<file path="config.mk">
export PLATFORM = sky130hd
export DESIGN_NAME = imuldiv_seq
export DESIGN_NICKNAME = d
export VERILOG_FILES = /design/src/rtl/imuldiv_seq.sv
export SDC_FILE = /design/constraint.sdc
export NUM_CORES = 1
export LEC_CHECK = 0
export CAP_MARGIN = 10
export CORE_UTILIZATION = 50
export CTS_BUF_LIST = sky130_fd_sc_hd__clkbuf_4 sky130_fd_sc_hd__clkbuf_8 sky130_fd_sc_hd__clkbuf_16
export CTS_CLUSTER_DIAMETER = 120
export DETAILED_ROUTE_END_ITERATION = 7
export HOLD_SLACK_MARGIN = 0.08
export PLACE_DENSITY_LB_ADDON = 0.3
export SYNTH_ARGS = -nofsm -noshare
export SYNTH_HDL_FRONTEND = slang
export SYNTH_SLANG_ARGS = --single-unit
</file>
<file path="constraint.sdc">
create_clock -name clk -period 4.1 [get_ports clk]
set_input_delay 0.41 -clock clk [delete_from_list [all_inputs] [get_ports clk]]
set_output_delay 0.41 -clock clk [all_outputs]
set_load 0.02 [all_outputs]
</file>
<file path="src/rtl/imuldiv_seq.sv">
// Sequential integer multiply/divide unit with HI/LO registers; 32 run cycles plus one sign-fix cycle.
// Latency 34 cycles from issue to HI/LO update; any non-IDLE op presented while busy is held off via o_stall.
`ifndef CPU_DATA_WIDTH
`define CPU_DATA_WIDTH 32
`endif
`ifndef CPU_IMDOP_WIDTH
`define CPU_IMDOP_WIDTH 4
`define CPU_IMDOP_IDLE 4'd0
`define CPU_IMDOP_MUL  4'd1
`define CPU_IMDOP_MULU 4'd2
`define CPU_IMDOP_DIV  4'd3
`define CPU_IMDOP_DIVU 4'd4
`define CPU_IMDOP_MFHI 4'd5
`define CPU_IMDOP_MFLO 4'd6
`define CPU_IMDOP_MTHI 4'd7
`define CPU_IMDOP_MTLO 4'd8
`endif

module imuldiv_seq (
    input  logic                        clk,
    input  logic                        nrst,
    input  logic [`CPU_IMDOP_WIDTH-1:0] i_imuldiv_op,
    input  logic [`CPU_DATA_WIDTH-1:0]  i_rs,
    input  logic [`CPU_DATA_WIDTH-1:0]  i_rt,
    input  logic                        i_ext_stall,
    input  logic                        i_flush,
    output logic                        o_stall,
    output logic                        o_busy,
    output logic [`CPU_DATA_WIDTH-1:0]  o_result
);

    typedef enum logic [1:0] {S_IDLE, S_RUN_MUL, S_RUN_DIV, S_SIGN} state_t;

    state_t      state_q, state_d;
    logic [4:0]  cnt_q, cnt_d;
    logic [63:0] acc_q, acc_d;
    logic [31:0] opb_q, opb_d;
    logic [31:0] hi_q, hi_d;
    logic [31:0] lo_q, lo_d;
    logic        na_q, na_d;
    logic        nb_q, nb_d;
    logic        div_q, div_d;
    logic        dz_q, dz_d;

    logic        is_mul, is_div, is_signed;
    logic [31:0] abs_rs, abs_rt;
    logic [32:0] mul_sum, rem_sh, diff;
    logic [63:0] prod;
    logic [31:0] quo, rem;

    always_ff @(posedge clk or negedge nrst) begin
        if (!nrst) begin
            state_q <= S_IDLE;
            cnt_q   <= 5'd0;
            acc_q   <= 64'd0;
            opb_q   <= 32'd0;
            hi_q    <= 32'd0;
            lo_q    <= 32'd0;
            na_q    <= 1'b0;
            nb_q    <= 1'b0;
            div_q   <= 1'b0;
            dz_q    <= 1'b0;
        end else begin
            state_q <= state_d;
            cnt_q   <= cnt_d;
            acc_q   <= acc_d;
            opb_q   <= opb_d;
            hi_q    <= hi_d;
            lo_q    <= lo_d;
            na_q    <= na_d;
            nb_q    <= nb_d;
            div_q   <= div_d;
            dz_q    <= dz_d;
        end
    end

    always_comb begin
        state_d = state_q;
        cnt_d   = cnt_q;
        acc_d   = acc_q;
        opb_d   = opb_q;
        hi_d    = hi_q;
        lo_d    = lo_q;
        na_d    = na_q;
        nb_d    = nb_q;
        div_d   = div_q;
        dz_d    = dz_q;

        is_mul    = (i_imuldiv_op == `CPU_IMDOP_MUL) || (i_imuldiv_op == `CPU_IMDOP_MULU);
        is_div    = (i_imuldiv_op == `CPU_IMDOP_DIV) || (i_imuldiv_op == `CPU_IMDOP_DIVU);
        is_signed = (i_imuldiv_op == `CPU_IMDOP_MUL) || (i_imuldiv_op == `CPU_IMDOP_DIV);
        abs_rs    = (is_signed && i_rs[31]) ? (32'd0 - i_rs) : i_rs;
        abs_rt    = (is_signed && i_rt[31]) ? (32'd0 - i_rt) : i_rt;

        // acc holds {partial product, multiplier} or {remainder, dividend/quotient}
        mul_sum = {1'b0, acc_q[63:32]} + {1'b0, (acc_q[0] ? opb_q : 32'd0)};
        rem_sh  = {acc_q[63:32], acc_q[31]};
        diff    = rem_sh - {1'b0, opb_q};

        prod = (na_q ^ nb_q) ? (64'd0 - acc_q) : acc_q;
        quo  = (na_q ^ nb_q) ? (32'd0 - acc_q[31:0]) : acc_q[31:0];
        rem  = na_q ? (32'd0 - acc_q[63:32]) : acc_q[63:32];

        case (state_q)
            S_IDLE: begin
                if (!i_ext_stall) begin
                    if (is_mul || is_div) begin
                        state_d = is_div ? S_RUN_DIV : S_RUN_MUL;
                        cnt_d   = 5'd0;
                        acc_d   = {32'd0, (is_div ? abs_rs : abs_rt)};
                        opb_d   = is_div ? abs_rt : abs_rs;
                        na_d    = is_signed & i_rs[31];
                        nb_d    = is_signed & i_rt[31];
                        div_d   = is_div;
                        dz_d    = (i_rt == 32'd0);
                    end else if (i_imuldiv_op == `CPU_IMDOP_MTHI) begin
                        hi_d = i_rs;
                    end else if (i_imuldiv_op == `CPU_IMDOP_MTLO) begin
                        lo_d = i_rs;
                    end
                end
            end
            S_RUN_MUL: begin
                acc_d = {mul_sum, acc_q[31:1]};
                cnt_d = cnt_q + 5'd1;
                if (cnt_q == 5'd31) state_d = S_SIGN;
            end
            S_RUN_DIV: begin
                // a zero divisor never borrows, leaving all-ones quotient and the dividend as remainder
                acc_d = diff[32] ? {rem_sh[31:0], acc_q[30:0], 1'b0}
                                 : {diff[31:0], acc_q[30:0], 1'b1};
                cnt_d = cnt_q + 5'd1;
                if (cnt_q == 5'd31) state_d = S_SIGN;
            end
            S_SIGN: begin
                state_d = S_IDLE;
                if (div_q) begin
                    hi_d = rem;
                    lo_d = dz_q ? 32'hFFFF_FFFF : quo;
                end else begin
                    hi_d = prod[63:32];
                    lo_d = prod[31:0];
                end
            end
            default: state_d = S_IDLE;
        endcase

        // flush overrides issue, MT writes and the sign-fix write-back
        if (i_flush) begin
            state_d = S_IDLE;
            cnt_d   = 5'd0;
            hi_d    = hi_q;
            lo_d    = lo_q;
        end
    end

    assign o_busy   = (state_q != S_IDLE);
    assign o_stall  = o_busy && (i_imuldiv_op != `CPU_IMDOP_IDLE);
    assign o_result = (i_imuldiv_op == `CPU_IMDOP_MFHI) ? hi_q :
                      (i_imuldiv_op == `CPU_IMDOP_MFLO) ? lo_q : 32'd0;

endmodule

</file>
==> impl_metrics.ini, run 1 <==
[run_status]
outcome = finished, final reports clean

[setup_path]
cp_data_arrival_time_ps = 4250
cp_max_fo = 28
crit_path_start = acc_q[32]
worst-r2r-cell-count = 12
r2r_end = acc_q[57]
worstPathCellList = inv_1 -> fa_1 -> nand2b_1 -> a21oi_1 -> o211ai_1 -> o21ai_0 -> a211o_1 -> a21oi_1 -> xnor2_2 -> buf_12 -> o311ai_0 -> o211ai_1
startpoint_type = flip-flop
r2r-start = acc_q[32]
cp-end-kind = flip-flop
cpMaxStageDelayCell = o21ai_0
slowest_delay_ps = 510
r2r_setup_slack_ps = 220
path_class = flip-flop to flip-flop
cp.required_ps = 4480

[synth]
syn-cell-area_um2 = 15100
synth_cell_types = 76
ys_seq_elements = 171
synth_edf_count = 0
synthFlopType = dfrtp_1
async_flop_share_pct = 100.0
yosysSeqAreaShare_pct = 28.35
avgSynthCellArea_um2 = 7.773
ys_warn_count = 0
syn_inst = 1942
synth_nets = 2090

[worst_hold_path]
min_from = lo_q[10]
whs_endpoint = lo_q[10]
whs_path_depth = 2
hold_path_class = flip-flop to flip-flop

[finish]
final_cell_mix = nor2_1, o21ai_0, a21oi_1, nand2_1, dfrtp_1
drive_above_1_share_pct = 6.328
design_area_um2 = 17310
layout.nets = 2142
final_common_cell = nor2_1
area.growth.synth_to_final_pct = 14.64

[grt]
grt_usage_pct = 37.50
grt_pass1_vias = 14240
grt_pass1_wl_mm = 86.84
grt_max_degree = 78
antenna_found_initial = 1
grt-ovfl-total = 0

[clock_network]
clk_latency_ps = 470
tritoncts = yes
clk_pin_slew_worst_paths_ps = 80
ctsRootBufferMaster = clkbuf_16
htree_levels = 4
cts.sinks = 171
cts_max_path_buffers = 2
cts_buffers = 17

[placed_design]
dp_hpwl_mm = 44.11
placed_area_um2 = 16640
port_buffers = 105
gp_congestion = 1.017

[floorplan]
die_area_um2 = 30890
rows = 63
io_pins = 106
die_w_um = 175.8
start_util_pct = 50.93
die_y_um = 175.8
core_area_um2 = 29640

[power]
p_leak_uw = 0.007550
power.density_nw_per_um2 = 613.6
power_uw = 10620
peakVddDrop_mv = 0.4181

[timing]
whs_ps = 481.4
tns_ps = 0
drv_slew = 0
rsz0062_at_grt = no
hold_viol = 0
period_needed_ps = 3876
fin_skew_ps = 13.65
tightest_slew_ps = 982.4
fin_crit_sh_pct = 94.53
setup_viol = 0
slew_headroom_pct = 34.51
fmax_mhz = 258.0

[route]
drc = 0
drt_iter0_markers = 2043
vias = 15670
wl_mm = 57.55
wl_per_cell_um = 24.00
ant_nets = 0
firstDrtPassIters = 7
vias_per_cell = 6.533

[job]
cap_violations = 0
area by class of cell:
class                           count  area [um2]
Antenna cell                        1       2.502
Sequential cell                   171        4279
Tap cell                          390       488.0
Inverter                           62       232.7
Multi-Input combinational cell   1579       10140
Fill cell                        2790       12330
Timing Repair Buffer              163        1515
Clock inverter                     15       225.2
Clock buffer                       17       425.4
state kept, by name, summed over array words and instances, names as in the netlist, 2 cells and up:
name / count
acc_q: 64
hi_q: 32
lo_q: 32
opb_q: 32
cnt_q: 5
state_q: 2
per-stage QoR:
step,cells,worst slack (ps),utilization (%)
floorplan,1942,583.0,-
global route,2397,75.55,58.38
CTS,2397,285.8,58.38
finish,2398,224.2,58.39
detailed placement,2364,395.6,56.15
global placement,2364,497.5,56.15
routing by layer:
| layer | track usage [%] | up-vias | share of wire [%] |
|---|---|---|---|
| li1 | - | 7138 | - |
| met1 | 55.35 | 7471 | 44 |
| met2 | 50.72 | 939 | 40 |
| met3 | 9.004 | 119 | 12 |
| met4 | 17.46 | 0 | 4.7 |
| met5 | 0 | - | 0 |
what timing repair did:
item                                   in CTS  in global routing
gates resized for setup                     0                  1
buffers inserted                            0                  0
endpoints found under the hold margin      58                  0
setup endpoints to repair                   0                  1
hold buffers                                1                  0
critical path, delay by kind of cell (launching register included):
family	cells	cell delay (ps)
AND/OR/NAND/NOR	1	190
flip-flops	1	450
AO/OA/AOI/OAI	7	1870
adder cells (fa/ha/maj)	1	490
XOR/XNOR	1	320
buffers and inverters	2	450
cell families after synthesis:
family / after synthesis / share of synthesized area (%)
AO/OA/AOI/OAI: 696 / 29.31
buffers and inverters: 192 / 4.898
AND/OR/NAND/NOR: 589 / 17.97
XOR/XNOR: 173 / 10.04
adder cells (fa/ha/maj): 76 / 6.399
flip-flops: 171 / 28.35
multiplexers: 45 / 3.042
worst max path at each step:
| stage | end | cells after the start |
|---|---|---|
| final | acc_q[57] | 12 |
| after global routing | acc_q[63] | 14 |
| after CTS | acc_q[63] | 14 |
| after detailed placement | acc_q[63] | 14 |
| after global placement | acc_q[63] | 14 |
| after floorplan | acc_q[51] | 15 |
power breakdown:
group / switching (uW) / internal, uW / leakage [uW] / total, uW
clock: 865 / 998 / 0.000317 / 1860
sequential: 756 / 2340 / 0.00213 / 3100
combinational: 3560 / 2090 / 0.00510 / 5660
synthesized netlist by cell type (13+ instances only):
master / number / area (um2)
clkbuf_1: 114 / 427.9
nand3_1: 19 / 95.09
mux2i_1: 38 / 380.4
nor3_1: 33 / 165.2
nor2_1: 223 / 837.1
nand2b_1: 15 / 93.84
o21ai_0: 192 / 960.9
a22o_1: 37 / 324.1
dfrtp_1: 171 / 4279
a221o_1: 25 / 250.2
inv_1: 62 / 232.7
a22oi_1: 26 / 195.2
a21o_1: 45 / 337.8
or3_1: 26 / 162.7
o31ai_1: 20 / 150.1
ha_1: 74 / 925.9
xnor2_1: 83 / 727.0
a21oi_1: 182 / 910.9
xor2_1: 90 / 788.3
a211oi_1: 24 / 180.2
nor2b_1: 13 / 81.33
o22ai_1: 38 / 237.7
nor4_1: 14 / 87.58
nand2_1: 177 / 664.4
(Power assumes the default switching activity.)
==> inputs of run 2 (changes only) <==
- CAP_MARGIN: 10 -> 20
- CORE_UTILIZATION: 50 -> 29
- CTS_CLUSTER_SIZE: not set -> 20
==> run 2 against run 1 <==
Routed wire length rose by 0.95%. Global-route usage fell by 16 points. Utilization fell by 24 points. Sequential share of layout area fell by 0.46 points. Clock power fell by 7%. Via count fell by 2.7%. First-iteration DRC count fell by 26%. Cell count rose by 12%. Sequential power barely moved. Worst hold slack barely moved. Setup slack improved by 39 ps. Critical path depth fell by 2. Highest routed layer unchanged.
==> impl_metrics.ini, run 2 (synthesis results as in run 1) <==
[run_status]
outcome = finished, final reports clean

[route]
vias = 15240
wl_per_cell_um = 21.60
ant_nets = 0
firstDrtPassIters = 5
drt_iter0_markers = 1519
wl_mm = 58.10
vias_per_cell = 5.667
drc = 0

[grt]
grt_pass1_vias = 14240
grt_pass1_wl_mm = 88.32
antenna_found_initial = 0
grt-ovfl-total = 0
grt_usage_pct = 21.65
grt_max_degree = 85

[setup_path]
startpoint_type = flip-flop
path_class = flip-flop to flip-flop
cp-end-kind = flip-flop
cp.required_ps = 4450
cp_max_fo = 8
cp_data_arrival_time_ps = 4190

[floorplan]
io_pins = 106
core_area_um2 = 51410
die_w_um = 230.2
die_y_um = 230.2
die_area_um2 = 52970
start_util_pct = 29.37
rows = 83

[power]
power.density_nw_per_um2 = 582.4
p_leak_uw = 0.007530
peakVddDrop_mv = 0.2432

[finish]
layout.nets = 2145
final_common_cell = nor2_1
area.growth.synth_to_final_pct = 16.82
largest_reg_flops = 64
top_register = acc_q
final_cell_mix = nor2_1, o21ai_0, a21oi_1, nand2_1, dfrtp_1
fin_cells = 2690
num_antenna_cells = 0
drive_above_1_share_pct = 6.468

[clock_network]
htree_levels = 4
cts_setup_buffers = 0
cts_max_path_buffers = 2
tritoncts = yes
cts.sinks = 171
clk_pin_slew_worst_paths_ps = 80
clk_latency_ps = 470
ctsRootBufferMaster = clkbuf_16
cts_buffers = 17

[worst_hold_path]
hold_path_class = flip-flop to flip-flop

[timing]
tightest_slew_ps = 947.8
drv_slew = 0
hold_viol = 0
tns_ps = 0
slew_headroom_pct = 36.60
fin_skew_ps = 19.03
period_needed_ps = 3837
fmax_mhz = 260.6
fin_crit_sh_pct = 93.58
rsz0062_at_grt = no
setup_viol = 0

[placed_design]
dp_hpwl_mm = 45.53
gp_congestion = 1.010
dp_cells = 2657
port_buffers = 105

[job]
cap_violations = 0
==> run 2: cell count changes in the layout (fill, tap and decap cells not counted) <==
cell        delta
inv_6          +2
diode_2        -1
clkinvlp_4     +3
bufinv_16      -2
clkinv_8       -1
clkinv_4       -2
buf_4          +3
==> run 2: worst max-delay path: stages (launching register included) <==
cell,delay (ps)
dfrtp_1,480
or4_4,580
or3_1,470
nor4_4,490
a21oi_2,150
or2_4,310
nor3_1,430
a21oi_1,150
xnor2_1,300
a211oi_1,150
a21o_1,200
==> run 2: area by class of cell <==
class / instances / area [um2]
fillers: 5442 / 33770
multi-input cells: 1579 / 10140
flip-flops and latches: 171 / 4279
repair buffers: 166 / 1538
well taps: 680 / 850.8
clock buffers: 17 / 425.4
inverters: 62 / 232.7
clock inverters: 15 / 171.4
==> run 2: report_power, final <==
group | internal (uW) | leakage (uW) | switching [uW]
sequential | 2340 | 0.00213 | 725
clock | 871 | 0.000283 | 854
combinational | 2090 | 0.00511 | 3390
==> run 2: path summary, 6_finish.rpt <==
check,start,slack (ps),cells past startpoint,end
max,acc_q[14],260,10,hi_q[16]
min,hi_q[17],480,1,hi_q[17]
max reg2reg,acc_q[14],260,10,hi_q[16]
min reg2reg,hi_q[17],480,1,hi_q[17]
max in group asynchronous,nrst,2580,3,acc_q[17]
min in group asynchronous,nrst,540,2,lo_q[4]
==> run 2: timing repair <==
item / 4_1_cts / 5_1_grt
hold buffers: 1 / 0
endpoints found under the setup margin: 0 / 2
endpoints found under the hold margin: 69 / 0
gates resized for setup: 0 / 1
==> run 2: routing by layer <==
layer	vias up	global-route usage, %	part of all wire (%)
li1	7153	-	-
met1	7376	32.12	46
met2	648	31.89	43
met3	66	3.497	8.5
met4	0	6.064	2.4
met5	-	0	0
==> run 2: metrics by stage <==
step	worst slack [ps]	hold slack [ps]	power, uW	cell area, um2	utilization, %
6_report	263.1	481.3	10270	17630	34.30
2_1_floorplan	583.0	114.4	6636	15100	-
3_3_place_gp	147.9	463.8	8380	17030	33.12
4_1_cts	146.3	485.8	10180	17630	34.30
5_1_grt	37.11	498.2	10960	17630	34.30
3_5_place_dp	195.6	466.8	8440	17030	33.12
